### config.mk
export PLATFORM = sky130hd
export DESIGN_NAME = layer_buf_ctrl
export DESIGN_NICKNAME = d
export VERILOG_FILES = /design/src/rtl/layer_buf_ctrl.sv
export SDC_FILE = /design/constraint.sdc
export NUM_CORES = 1
export LEC_CHECK = 0
export CAP_MARGIN = 10
export CORE_MARGIN = 4
export CORE_UTILIZATION = 62
export DETAILED_ROUTE_END_ITERATION = 10
export DONT_BUFFER_PORTS = 1
export GPL_ROUTABILITY_DRIVEN = 0
export PLACE_DENSITY = 0.78
export SYNTH_ARGS = -nofsm -noshare
export SYNTH_HDL_FRONTEND = slang
export SYNTH_SLANG_ARGS = --single-unit
export TNS_END_PERCENT = 5
### constraint.sdc
create_clock -name clk -period 2.7 [get_ports clk]
set_input_delay 0.54 -clock clk [delete_from_list [all_inputs] [get_ports clk]]
set_output_delay 0.54 -clock clk [all_outputs]
set_load 0.1 [all_outputs]
### src/rtl/layer_buf_ctrl.sv
// -----------------------------------------------------------------------------
// layer_buf_ctrl
//
// Fill/drain controller for one feature-map line buffer.  After a start pulse
// it accepts ROWS rows from upstream (one row of COLS bytes per handshake),
// strobing the buffer write port once per row.  It then walks the buffer in
// raster order and streams ROWS*COLS bytes to downstream through a single
// output register with valid/ready flow control.  The final byte is flagged
// with out_last.  Once it is accepted the controller parks in DONE until the
// next start.
//
// Ports
//   clk        : clock, rising edge
//   rst_n      : asynchronous active-low reset
//   start      : one-cycle pulse, arms a pass from IDLE or DONE
//   row_valid  : upstream presents a complete row
//   row_ready  : controller accepts a row (FILL only)
//   wr_en      : buffer row write strobe
//   wr_row     : row index for wr_en
//   raddr      : buffer read address (combinational rdata return)
//   rdata      : buffer read data
//   out_valid  : out_data/out_last valid
//   out_data   : streamed byte
//   out_last   : marks byte ROWS*COLS-1
//   out_ready  : downstream accepts the output register
//   busy       : high in FILL or DRAIN
//   done       : high in DONE
//
// ROWS must not exceed 16 because wr_row is 4 bits wide.
// ROWS*COLS must fit in AW bits.
// -----------------------------------------------------------------------------
module layer_buf_ctrl #(
    parameter int ROWS = 14,
    parameter int COLS = 14,
    parameter int DW   = 8,
    parameter int AW   = 12
) (
    input  logic          clk,
    input  logic          rst_n,
    input  logic          start,
    input  logic          row_valid,
    output logic          row_ready,
    output logic          wr_en,
    output logic [3:0]    wr_row,
    output logic [AW-1:0] raddr,
    input  logic [DW-1:0] rdata,
    output logic          out_valid,
    output logic [DW-1:0] out_data,
    output logic          out_last,
    input  logic          out_ready,
    output logic          busy,
    output logic          done
);

    localparam logic [AW-1:0] TOTAL    = AW'(ROWS * COLS);
    localparam logic [AW-1:0] LAST     = AW'(ROWS * COLS - 1);
    localparam logic [3:0]    ROW_LAST = 4'(ROWS - 1);

    typedef enum logic [1:0] {
        IDLE  = 2'd0,
        FILL  = 2'd1,
        DRAIN = 2'd2,
        DONE  = 2'd3
    } state_t;

    state_t        state_reg;
    logic [3:0]    row_cnt_reg;
    logic [AW-1:0] rd_ptr_reg;
    logic [DW-1:0] out_data_reg;
    logic          out_valid_reg;
    logic          out_last_reg;

    logic          in_fill;
    logic          in_drain;
    logic          out_take;
    logic          out_load;

    assign in_fill  = (state_reg == FILL);
    assign in_drain = (state_reg == DRAIN);

    // Downstream consumed the registered byte this cycle.
    assign out_take = out_valid_reg && out_ready;

    // The output register may be (re)loaded when it is empty or being drained
    // in the same cycle, as long as bytes remain in the buffer.  rdata is
    // combinational from raddr, so the fetch and the load happen together.
    assign out_load = (!out_valid_reg || out_ready) && (rd_ptr_reg < TOTAL);

    always_ff @(posedge clk or negedge rst_n) begin
        if (!rst_n) begin
            state_reg     <= IDLE;
            row_cnt_reg   <= 4'd0;
            rd_ptr_reg    <= '0;
            out_data_reg  <= '0;
            out_valid_reg <= 1'b0;
            out_last_reg  <= 1'b0;
        end else begin
            case (state_reg)
                IDLE: begin
                    if (start) begin
                        state_reg   <= FILL;
                        row_cnt_reg <= 4'd0;
                    end
                end

                FILL: begin
                    // row_ready is constantly high here, so row_valid alone
                    // marks an accepted row.
                    if (row_valid) begin
                        row_cnt_reg <= row_cnt_reg + 4'd1;
                        if (row_cnt_reg == ROW_LAST) begin
                            state_reg  <= DRAIN;
                            rd_ptr_reg <= '0;
                        end
                    end
                end

                DRAIN: begin
                    if (out_take && out_last_reg) begin
                        // The final byte has left and no bytes remain to load.
                        out_valid_reg <= 1'b0;
                        out_last_reg  <= 1'b0;
                        state_reg     <= DONE;
                    end else if (out_load) begin
                        out_data_reg  <= rdata;
                        out_valid_reg <= 1'b1;
                        out_last_reg  <= (rd_ptr_reg == LAST);
                        rd_ptr_reg    <= rd_ptr_reg + AW'(1);
                    end
                end

                DONE: begin
                    if (start) begin
                        state_reg   <= FILL;
                        row_cnt_reg <= 4'd0;
                    end
                end

                default: state_reg <= IDLE;
            endcase
        end
    end

    assign row_ready = in_fill;
    assign wr_en     = row_valid && in_fill;
    assign wr_row    = in_fill ? row_cnt_reg : 4'd0;
    assign raddr     = in_drain ? rd_ptr_reg : '0;

    assign out_valid = out_valid_reg;
    assign out_data  = out_data_reg;
    assign out_last  = out_last_reg;

    assign busy = in_fill || in_drain;
    assign done = (state_reg == DONE);

endmodule

# == Yosys cells after proc, flatten, opt, wreduce, memory -nomap -nowiden ==
# Cells that the tools add are included.
# word_totals
ff_bits,28
output_inout_bits,30
elab_cells,57
# classes
addsub,2
magnitude_cmp,1
eq_ne,11
n_mux,19
bitwise_logic,1
n_reduce_logical,17
# op_table
operator,count
$mux 12,5
$pmux 12 s2,1
$add 12x1->12 const B,1
$eq 12x8->1 const B,1
$lt 12x8->1 const B,1
$mux 4,3
$mux 2,4
$ne 2x1->1 const B,4
$pmux 4 s2,1
$pmux 2 s3,1
$reduce_and 3->1,2
$reduce_bool 2->1,3
$reduce_and 5->1,1
$add 4x1->4 const B,1
$eq 2x2->1 const B,2
$eq 4x4->1 const B,1
$logic_and 1x1->1,4
$mux 1,4
$ne 2x2->1 const B,2
$reduce_and 4->1,1
$eq 2x1->1 const B,1
$logic_not 2->1,1
$logic_or 1x1->1,2
$reduce_and 2->1,1
other kinds (3),3

# == Logic depth before layout (Yosys ltp) ==
# Gate-level depths: netlist (run 1).
# depth
depth_word,6
depth_mapped,7
mapped_depth_nobuf,6

# == Worst setup path before layout (run 1) ==
# No wires, ideal clock.
# synth_timing
path_kind,reg2out
startpoint,register state_reg[1]
endpoint,output wr_row[1]
arrival_time_ps,2888
t_required_ps,2160
slack_ps,-728
path_stages_with_launch,5
n_path_buf,0
path_cell_list,dfrtp_1 > inv_1 > ha_1 > inv_1 > nor2_1
# synth_via
elab_chain_len,2
# synth_rtl
element,line_no,source
from (decl),66,state_t state_reg;
from (signal assigned),91,state_reg <= IDLE;
from (signal assigned),101,state_reg <= FILL;
from (signal assigned),112,state_reg <= DRAIN;
$eq 2x1->1,78,assign in_fill = (state_reg == FILL);
via row_ready,42,"output logic row_ready,"
$mux 4,146,assign wr_row = in_fill ? row_cnt_reg : 4'd0;
to (decl),44,"output logic [3:0] wr_row,"
# The timed path passes the listed nets, and every way through them passes these cells.

# == Final worst setup path (run 1) ==
# layout_timing
startpoint,register state_reg[0]
endpoint,output raddr[1]
# layout_via
elab_chain_len,2
# layout_rtl
element,line_no,source
$eq 2x2->1,79,assign in_drain = (state_reg == DRAIN);
$mux 12,147,assign raddr = in_drain ? rd_ptr_reg : '0;
to (decl),45,"output logic [AW-1:0] raddr,"
# No other way between the ends.

==> results of run 1 <==
## kinds of logic (layout without fill, tap and decap cells)
logic type               Yosys count  after routing
AND/OR/NAND/NOR                   62             62
AO/OA/AOI/OAI                     31             31
flip-flops                        28             28
buffers and inverters             17             41
multiplexers                      12             12
adder cells (fa/ha/maj)            7              7
## routing by layer
| layer | GRT usage (%) | up-vias | part of all wire (%) | wire length [um] |
|---|---|---|---|---|
| met3 | 4.139 | 13 | 7.2 | 273 |
| met2 | 39.43 | 65 | 50 | 1915 |
| met5 | 0 | - | 0 | 0 |
| met1 | 30.54 | 674 | 39 | 1489 |
| met4 | 13.92 | 0 | 3.1 | 117 |
| li1 | - | 621 | - | - |
## cell type report
cell class	count	area, um^2
Clock buffer	3	22.52
Clock inverter	1	30.03
Fill cell	175	556.8
Inverter	12	45.04
Multi-Input combinational cell	112	844.6
Sequential cell	28	700.7
Tap cell	30	37.54
Timing Repair Buffer	25	240.2
## metrics by stage
stage	setup slack, ns	setup TNS [ns]	cells	instance area [um^2]
floorplan	-0.2434	-0.4764	157	1619
global placement	0.4817	0	205	1838
detailed placement	0.4156	0	205	1838
CTS	0.3564	0	211	1921
global route	0.2287	0	211	1921
finish	0.3512	0	211	1921
## worst paths after layout
path                                      end  slack (ns)  depth (start not counted)
max in group asynchronous         out_data[1]        1.93                          2
worst min register to register  rd_ptr_reg[8]        0.54                          1
min in group asynchronous       rd_ptr_reg[2]        0.62                          2
worst min-delay path              out_data[7]        0.33                          1
worst max-delay path                 raddr[1]        0.35                          5
worst max register to register    out_data[0]        0.38                          4
## synth_stat cells (all sizes together), types with 3 or more instances
cell     n  share of area [%]
nor2     5                1.2
a211oi   3                1.4
nand2    9                2.2
mux2i    3                1.9
dfrtp   28                 43
o21ai    7                2.2
mux2     9                6.3
ha       7                5.4
and2    14                5.4
inv     11                2.6
a21oi    4                1.2
a221o    3                1.9
nand4    5                1.9
clkbuf   3               0.70
nor2b    6                2.3
and3     4                1.6
nand3    7                2.2
## repair_timing
| action | 4_1_cts | 5_1_grt |
|---|---|---|
| hold buffers | 2 | 0 |
| setup endpoints to repair | 0 | 0 |
| endpoints found under the hold margin | 28 | 0 |
| gates resized for setup | 0 | 0 |
## worst max-delay path, delay by kind of cell (launching register included)
kind          cells  cell delay, ns
simple gates      1            0.25
fa+ha+maj         1            0.18
flops             1            0.46
buf+inv           3            0.57
==> flow_results.org, run 1 <==
** Status
- Outcome :: complete, no violations

** Clocking
- Counting the buffers created by CTS gives 3.
- Counting along the longest clock path gives a buffer depth of 2.
- Clock transition at the registers of the reported paths :: ~0.15 ns
- In this run the post-CTS setup repair buffer count came out at 0.
- TritonCTS built the clock tree.
- The cell sitting at the root of the clock tree is a sky130_fd_sc_hd__clkbuf_4.
- Number of clock sinks :: 28
- For the worst-skew pair, the clock arrives at the later sink with an insertion delay of around 0.34 ns.
- CTS H-tree depth :: 1

** STA
- Worst Clk Skew :: approximately 0.0023 ns
- Fin Hold WS :: ~0.33 ns
- Tmin final :: 2.349 ns
- Max-slew headroom at the worst pin :: 38.17%
- Endpoints failing setup :: 0
- At the pin with the least slew margin, the transition time is 0.9274 ns.
- Share of the cycle needed by the critical path after routing :: 86.99%
- The final-report max-slew violation count came to 0.
- The number of hold violations in the final report was 0.
- Setup repair after global routing left no endpoint under its margin.
- Fmax :: 425.7 MHz

** Logic synthesis
- By area, the combinational part of the netlist is dominated by simple AND/OR/NAND/NOR gates.
- When the netlist entered floorplanning its net count stood at 177.
- After synthesis, the netlist uses 43 different library cells.
- FFs w/ async S/R, synth :: 100.0%
- The cell count after synthesis came out at approximately 160.
- Number of enable flip-flop cells after synthesis :: 0
- Among all flip-flop cells after synthesis, the most frequent one is sky130_fd_sc_hd__dfrtp_1.
- The share of the Yosys chip area taken by registers is between 40% and 50%.
- The portion of synthesized area spent on multiplexers is 8.140%.
- Share of the synthesized netlist area taken by xor and xnor gates :: 0%
- A synthesized cell averages 10.28 um^2.
- Summing the areas of all fa, ha and maj instances in the mapped netlist gives 5.426% of the synthesized area.
- Compound-cell area share of the yosys netlist :: 14.96%
- The cell area that synthesis handed to floorplanning was 1614 um^2.
- During synthesis, Yosys emitted a total of 0 warnings.
- Simple-Gate Fraction of Synth Area :: between 20% and 30%
- Post-synthesis sequential element count :: 28

** Setup path
- Stage delay of the slowest cell on the critical path :: around 0.46 ns
- Peak fanout along the critical path :: 10
- The critical path goes through inv_1 -> ha_1 -> clkinv_1 -> nor2_2 -> buf_12.
- Cell with the biggest individual delay on the critical path :: sky130_fd_sc_hd__dfrtp_1
- Worst setup path class :: reg2out
- STA puts the critical path data arrival time at 1.81 ns.
- Critical path endpoint category :: output port
- WP data required :: 2.16 ns
- Launch point of the critical path :: state_reg[0]
- Worst reg2reg startpoint :: rd_ptr_reg[2]
- Critical Path Source Type :: flop

** Finish
- Synth-to-Final Area Change :: 18.99%
- Most frequent standard cell in the layout excluding fill and tap cells :: sky130_fd_sc_hd__dfrtp_1
- The net count of the finished layout is between 200 and 250.
- Diode insertion count for antenna repair :: 0
- Layout Utilization :: between 70% and 80%
- Layout cells sized above 1 :: 25.97%
- Leaving out fill and tap cells, the most frequent cells in the layout are sky130_fd_sc_hd__dfrtp_1, sky130_fd_sc_hd__buf_4, sky130_fd_sc_hd__and2_1.
- The register with the most flip-flops in the layout has 12 of them.

** Global route
- Global routing consumed, over all layers together, 24.30% of the routing resources.
- Entering global routing, the biggest net connects 29 pins.
- First-pass GRT wire length :: 6.479 mm
- Via count of the first global-routing pass :: 1376
- The total overflow left after global routing is 0.
- Number of antenna violations at the first check in global routing :: 0

** Hold path
- Classification of the worst-slack hold path :: in2reg
- In this run the most critical hold path is launched from rdata[7].

** Drt
- After detailed routing, the number of remaining DRC violations is 0.
- Number of antenna-violating nets in the routed design :: 0
- In the routed layout, each cell is associated on average with a via count of 6.507.
- Detailed Routing Iterations Pass 1 :: 4
- Summing over every cut layer, the via total after detailed routing is 1373.
- The detailed router finished its first iteration with 57 violations.
- Aggregate routed wire length :: between 3 and 4 mm
- In the final routed layout, each cell accounts on average for ~18 um.

** Floorplan
- After floorplanning, the core was divided into 18 placement rows.
- Initial cell density of the core :: 65.15%
- 43 I/O pins were placed.
- Die Width :: 59.02 um
- Std-Cell Core Area :: between 2000 and 2500 um^2
- Overall die height :: 59.02 um
- The die covers 3483 um^2.

** Placement
- Number of buffers added on ports :: 0
- Detailed placer's ending HPWL :: 2.695 mm

** Job
- Max-cap viol count :: 0
Power of run 1 is left out: the tool's default activity adds up to more than one toggle a clock period on the data nets, which glitch-free logic cannot reach.
==> run 2, diff against run 1 <==
- clock period: 2.7 -> 2.4 ns (I/O delays scaled with it)
==> flow_results.org, run 2 (synthesized netlist as in run 1, its figures left out) <==
** Status
- Outcome :: complete, no violations

** Clocking
- Post-CTS setup buffers :: 0 (unchanged)
- The number of buffers created by CTS came to 3 (unchanged).
- The cell sitting at the root of the clock tree is a sky130_fd_sc_hd__clkbuf_4.
- CTS tree :: built
- The count of H-tree levels built during CTS came to 1 (unchanged).
- Max Root-Sink Buffers :: 2 (unchanged)
- Clock transition at the registers of the reported paths :: 0.17 ns (+0.02 ns)
- The latest clock arrival within the worst-skew pair is 0.35 ns (about the same).
- The number of sinks handled by clock tree synthesis was 28 (unchanged).

** Drt
- The final antenna-violating net count is 0 (unchanged).
- The via count is 1380 (+0.51%).
- The post-detailed-routing wire length is 3.834 mm (+1.0%).
- Drt first-iter violations :: 95 (+67%)
- The number of vias per cell after detailed routing was 6.479 (-0.43%).
- Routed length per placed instance :: 18.00 um (about the same)
- DRC violations left :: 0 (unchanged)
- The detailed-router iteration count before antenna repair is 5 (+1).

** STA
- Share of the cycle needed by the critical path after routing :: 94.36%
- Total Neg Setup Slack :: 0 ns (unchanged)
- Counting I/O delays and the setup requirement, the final critical path takes 2.265 ns.
- Number of pins exceeding their max-slew limit in the final report :: 0 (unchanged)
- Timing would allow up to 441.6 MHz.
- The worst max-slew margin expressed relative to the limit was 39.62% (+1.5 points).
- Tightest Pin Transition :: 0.9057 ns (-0.02177 ns)
- Worst Clk Skew :: 0.01338 ns (+0.01110 ns)
- Setup repair after global routing left no endpoint under its margin.
- The final setup violation count was 0 (unchanged).
- The number of hold violations in the final report came to 0 (unchanged).

** Global route
- The combined global-route utilization of all metal layers came to 23.87% (-0.42 points).
- The maximum number of pins on one net before global-route repair was 29 (unchanged).
- The initial antenna violation count came to 0 (unchanged).
- The total congestion overflow came to 0 (unchanged).
- The wire length of the first global-routing pass came to 6.368 mm (-1.7%).
- The number of global-route vias before repair is 1421 (+3.3%).

** Setup path
- The cell family contributing the most delay on the critical path is buffers and inverters.
- Most prevalent standard cell on the critical path :: sky130_fd_sc_hd__inv_1
- WP buf/inv :: 3 (unchanged)
- Reg2reg path depth :: 4 (unchanged)
- Depth of the critical timing path with buffers and inverters included :: 5 (unchanged)
- The slowest stage of the critical path belongs to the cell sky130_fd_sc_hd__dfrtp_1.
- The worst setup path is of the reg2out kind.
- The arrival time reported for the critical path endpoint was 1.78 ns (-0.03 ns).
- The worst setup path is launched from a flop.
- The maximum fanout encountered on the critical timing path is 16 (+6).
- Worst path cell trace :: inv_1 -> ha_2 -> inv_1 -> nor2_2 -> buf_12
- WP data required :: 1.92 ns (-0.24 ns)
- Critical path endpoint category :: output port
- Stage delay of the slowest cell on the critical path :: 0.44 ns (-0.02 ns)

** Finish
- The number of standard cells in the final layout excluding fillers was 213 (+0.95%).
- The library cells used most frequently in the layout, excluding fill and tap cells, are sky130_fd_sc_hd__dfrtp_1, sky130_fd_sc_hd__buf_4, sky130_fd_sc_hd__and2_1.
- From synthesis to final layout, the design area changed by 24.03%.
- The number of nets in the layout came to 204 (+0.99%).
- The number of inserted diodes came to 0 (unchanged).
- Leaving out fill and tap cells, the most frequent cell in the layout is sky130_fd_sc_hd__dfrtp_1.
- The share of layout cells above drive strength 1 was 28.42% (+2.4 points).
- The number of flip-flops in the largest register came to 12 (unchanged).

** Floorplan
- The effective utilization at floorplan was 65.15% (unchanged).
- Row count :: 18 (unchanged)
- Overall die height :: 59.02 um (unchanged)
- # IOs :: 43 (unchanged)
- The overall die area is 3483 um^2 (unchanged).
- Die Width :: 59.02 um (unchanged)
- Std-Cell Core Area :: 2477 um^2 (unchanged)

** Placement
- Placed instance count :: 207 (+0.98%)
- Detailed placer's ending HPWL :: 2.727 mm (+1.2%)
- Number of buffers added on ports :: 0 (unchanged)

** Job
- The count of max-cap constraint violations is 0 (unchanged).

** Hold path
- The cell depth of the worst hold path is 1 (unchanged).
- Classification of the worst-slack hold path :: in2reg
[run 2: cell types whose count changed in the layout (fill, tap and decap cells not counted)]
cell / change
sky130_fd_sc_hd__and2_2: +1
sky130_fd_sc_hd__buf_4: -5
sky130_fd_sc_hd__and2_1: -1
sky130_fd_sc_hd__buf_12: +4
sky130_fd_sc_hd__clkinv_2: +1
sky130_fd_sc_hd__ha_1: -1
sky130_fd_sc_hd__ha_2: +1
sky130_fd_sc_hd__clkinv_1: -1
sky130_fd_sc_hd__buf_6: +3
[run 2: through the flow]
stage	util [%]	hold slack, ns	worst slack, ns	area [um^2]
3_3_place_gp	76.87	0.1850	0.3716	1904
2_1_floorplan	-	0.1844	-0.2028	1625
6_report	80.81	0.2741	0.1355	2002
4_1_cts	80.25	0.2735	0.04306	1988
5_1_grt	80.81	0.2579	0.03001	2002
3_5_place_dp	76.87	0.1850	0.2928	1904
[run 2: layer usage]
metal  GRT usage, %  up-vias  wire length, um
li1               -      632                -
met5              0        -                0
met3          6.100       11              352
met1          30.18      660             1532
met4          11.65        0               65
met2          38.01       77             1883
[run 2: area by class of cell]
class / instances / area (um^2)
repair buffers: 27 / 316.6
clock buffers: 3 / 22.52
inverters: 12 / 46.29
multi-input cells: 112 / 848.3
flip-flops and latches: 28 / 700.7
clock inverters: 1 / 30.03
fillers: 157 / 475.5
well taps: 30 / 37.54
[run 2: final timing paths]
check                                    from  slack, ns       endpoint
worst min register to register  rd_ptr_reg[8]       0.54  rd_ptr_reg[8]
worst min-delay path                 rdata[3]       0.27    out_data[3]
min in group asynchronous               rst_n       0.54  rd_ptr_reg[2]
max in group asynchronous               rst_n       1.69    out_data[1]
worst max-delay path             state_reg[1]       0.14      wr_row[1]
worst max register to register  rd_ptr_reg[2]       0.24    out_data[6]
[run 2: timing repair]
item	CTS	global route
hold buffers	2	0
resized for setup	1	4
hold endpoints to repair	28	0
setup endpoints to repair	1	6
gates cloned	0	0
[run 2: worst register-to-register path: cells and delay by family (launching register included)]
family	cells	cell delay, ns
simple gates	2	0.80
flops	1	0.51
compound gates	1	0.43
mux	1	0.32
Power of run 2 is left out for the same reason.
